## config.mk

```make
export PLATFORM = sky130hd
export DESIGN_NAME = tt_um_example_counter
export DESIGN_NICKNAME = d
export VERILOG_FILES = /design/src/rtl/counter_pkg.sv /design/src/rtl/up_counter.sv /design/src/rtl/tt_um_example_counter.sv
export SDC_FILE = /design/constraint.sdc
export NUM_CORES = 1
export LEC_CHECK = 0
export CORE_MARGIN = 8
export CORE_UTILIZATION = 35
export CTS_CLUSTER_DIAMETER = 30
export DETAILED_ROUTE_END_ITERATION = 8
export PLACE_DENSITY_LB_ADDON = 0.15
export SLEW_MARGIN = 10
export SYNTH_ARGS = -nofsm -noshare
export SYNTH_HDL_FRONTEND = slang
export SYNTH_HIERARCHICAL = 1
export SYNTH_SLANG_ARGS = --single-unit
```

## constraint.sdc

```tcl
create_clock -name clk -period 1.5 [get_ports clk]
set_input_delay 0.15 -clock clk [delete_from_list [all_inputs] [get_ports clk]]
set_output_delay 0.15 -clock clk [all_outputs]
set_load 0.1 [all_outputs]
```

## src/rtl/counter_pkg.sv

```systemverilog
// Shared constants for the Tiny Tapeout example counter tile.
package counter_pkg;
  localparam int          CNT_W     = 8;
  localparam int          LOAD_BIT  = 0;
  localparam logic [7:0]  RESET_VAL = 8'h00;
endpackage

```

## src/rtl/up_counter.sv

```systemverilog
// Up-counter with enable and synchronous parallel load; reset beats enable beats load beats increment.
module up_counter
  import counter_pkg::*;
#(
  parameter int WIDTH = CNT_W
) (
  input  logic             clk,
  input  logic             rst_n,
  input  logic             en,
  input  logic             load,
  input  logic [WIDTH-1:0] d,
  output logic [WIDTH-1:0] q
);

  logic [WIDTH-1:0] q_nxt;

  always_comb begin
    q_nxt = q;
    if (en) begin
      if (load) q_nxt = d;
      else      q_nxt = q + WIDTH'(1);
    end
  end

  always_ff @(posedge clk) begin
    if (!rst_n) q <= WIDTH'(RESET_VAL);
    else        q <= q_nxt;
  end

endmodule

```

## src/rtl/tt_um_example_counter.sv

```systemverilog
// Tiny Tapeout user tile: 8-bit counter on uo_out, load value on ui_in, load strobe on uio_in[0].
module tt_um_example_counter
  import counter_pkg::*;
(
  input  logic       clk,
  input  logic       rst_n,
  input  logic       ena,
  input  logic [7:0] ui_in,
  input  logic [7:0] uio_in,
  output logic [7:0] uo_out,
  output logic [7:0] uio_out,
  output logic [7:0] uio_oe
);

  up_counter #(.WIDTH(CNT_W)) u_cnt (
    .clk   (clk),
    .rst_n (rst_n),
    .en    (ena),
    .load  (uio_in[LOAD_BIT]),
    .d     (ui_in),
    .q     (uo_out)
  );

  // The bidirectional bus is input-only here.
  assign uio_out = 8'h00;
  assign uio_oe  = 8'h00;

  logic unused_uio;
  assign unused_uio = &{1'b0, uio_in[7:1]};

endmodule

```

==> out/summary.txt <==
status: completed
chip height: 58.8 µm
H-tree Lvls: 1
Initial Util: 0.372
overall routing resource usage: 0.0950
Post-CTS Setup Inserts: 0
Antenna diodes: 0
post-synthesis cell type count: 35
gpl congestion: 0.710
final setup fails: 0
Rows: 15
fin nets: 123
largest register by flop count: u_cnt/q
CTS tree: built
CP bufs+invs: 0
CP max FO: 6
crit start category: flip-flop
leading cell type in the layout, fill and taps excluded: conb_1
RSZ-0062 raised after global routing: no
Port-buffer cells: 19
CP Capture Type: flip-flop
Die Span X: 58.8 µm
max reg flops: 8
Worst EP required: 1.64 ns
detailed-route wire length per cell: 12.0 µm
Design Power: 0.000851 W
Seq cells post-synth: 8
crit-path leading delay family: compound AO/OA/AOI/OAI gates
fin util: 0.551
vias per cell: 4.68
drt first pass iters: 4
clk slew on worst S/H paths: 0.06 ns
Die ar.: 3460 µm²
DP Worst Slack: 0.0260 ns
crit-path cells: ha_4 > nand4_1 > o211a_1 > o31a_1
syn avg cell area: 8.12 µm²
crit-path max cell delay: 0.39 ns
initial antenna violation count: 0
Top Registers: u_cnt/q: 8 flops
WL final: 1.51 mm
synthesized cell area: 642 µm²
DRC Markers: 0
worst hold margin: 0.530 ns
fillers: 163
Worst EP arrival: 1.47 ns
vias: 590
Post-synth EDFFs: 0
core area: 1730 µm²
Post-CTS Hold Buffers: 0
Final HPWL DP: 1.24 mm
fmax: 753 MHz
antenna viol nets, final: 0
Seq/Total Area, Yosys: 0.250
layout cell share with drive strength beyond 1: 0.267
CTS Sinks: 8
crit path kind: flip-flop to flip-flop
slowest cell on the critical path: dfxtp_4
Synth-to-Final Area Change: 48.3%
Reg area: 179 µm²
Syn. warnings: 6
Bufs on Longest Clock Path: 2
GRT overflow: 0
leakage power: 0.397 nW
Worst Slack Setup Final: 0.172 ns
final clock skew: 0.00737 ns
Skew-Pair Late Insertion Delay: 0.25 ns
total CTS buffers: 3
Max Slew Vio Count: 0
Initial DRC Count: 9
post-CTS sizing: 0
root buffer cell: clkbuf_4
most frequent cells in the layout: conb_1 (16), clkdlybuf4s50_1 (11), buf_12 (8), nand2_1 (7), o21ai_0 (6)
pin count of the biggest net entering global routing: 12
Hold Vio Cnt, Final: 0
maxcap violations: 0
hold crit path type: flip-flop to flip-flop
min cycle time layout: 1.33 ns
# IOs: 43
fin crit share: 0.885
first-pass GRT wire length: 2.65 mm
Post-Synthesis Cells: 79
maximum VDD drop: 0.451 mV
Post-synth top flop: dfxtp_1
Power Dens Cells: 893 nW/µm²
Multi-input gate area: 400 µm²
Post-synth ARST share: 0
Fin Setup TNS: 0 ns
number of global-route vias before repair: 583
-- path summary, 6_finish.rpt --
kind / slack, ns / start / end / cells past startpoint
worst max-delay path: 0.17 / u_cnt/q[0] / u_cnt/q[6] / 4
worst min-delay path: 0.53 / u_cnt/q[2] / u_cnt/q[2] / 2
worst max register to register: 0.17 / u_cnt/q[0] / u_cnt/q[6] / 4
worst min register to register: 0.53 / u_cnt/q[2] / u_cnt/q[2] / 2
-- power breakdown --
group	internal (W)	switching [W]
registers	0.000226	0.0000277
logic	0.000113	0.000319
clock network	0.0000916	0.0000733
total	0.000430	0.000420
-- worst min-delay path, delay by kind of cell (launching register included) --
kind | cells | cell delay, ns
simple gates | 1 | 0.05
flops | 1 | 0.37
compound gates | 1 | 0.07
-- routing by layer --
layer | GRT usage | wire length, µm | up-vias
met5 | 0 | 0 | -
met4 | 0.0410 | 7 | 0
met3 | 0.0348 | 177 | 2
met2 | 0.148 | 653 | 26
met1 | 0.114 | 671 | 258
li1 | - | - | 304
-- cells in the mapped netlist (all sizes together), types with 2 or more instances --
cell	number	area, µm²
and2	2	12.5
o21ai	6	30.0
buf	19	135
nor2b	2	12.5
mux2i	2	20.0
nand3	3	20.0
dfxtp	8	160
inv	3	11.3
o211a	3	30.0
and3	2	13.8
o211ai	2	15.0
nand2	7	26.3
-- layout make-up --
type | count | share of cell area
clock buffer | 3 | 0.0237
inverter | 3 | 0.0118
multi-input combinational | 63 | 0.420
sequential | 8 | 0.188
tap | 25 | 0.0329
timing repair buffer | 24 | 0.323
-- stage by stage --
step | instance area [µm²] | std cells
final | 952 | 126
after global routing | 952 | 126
after CTS | 952 | 126
after detailed placement | 930 | 123
after global placement | 930 | 123
after floorplan | 729 | 94
-- logic make-up (layout without fill, tap and decap cells) --
family	count (synthesis)	after routing	share of synthesized area
AND/OR/NAND/NOR	24	24	0.220
buffers and inverters	23	30	0.234
AO/OA/AOI/OAI	20	20	0.240
multiplexers	2	2	0.0312
flip-flops	8	8	0.250
other	1	16	0.00584
adder cells (fa/ha/maj)	1	1	0.0195
No activity file was read; power rests on OpenSTA's default activity.
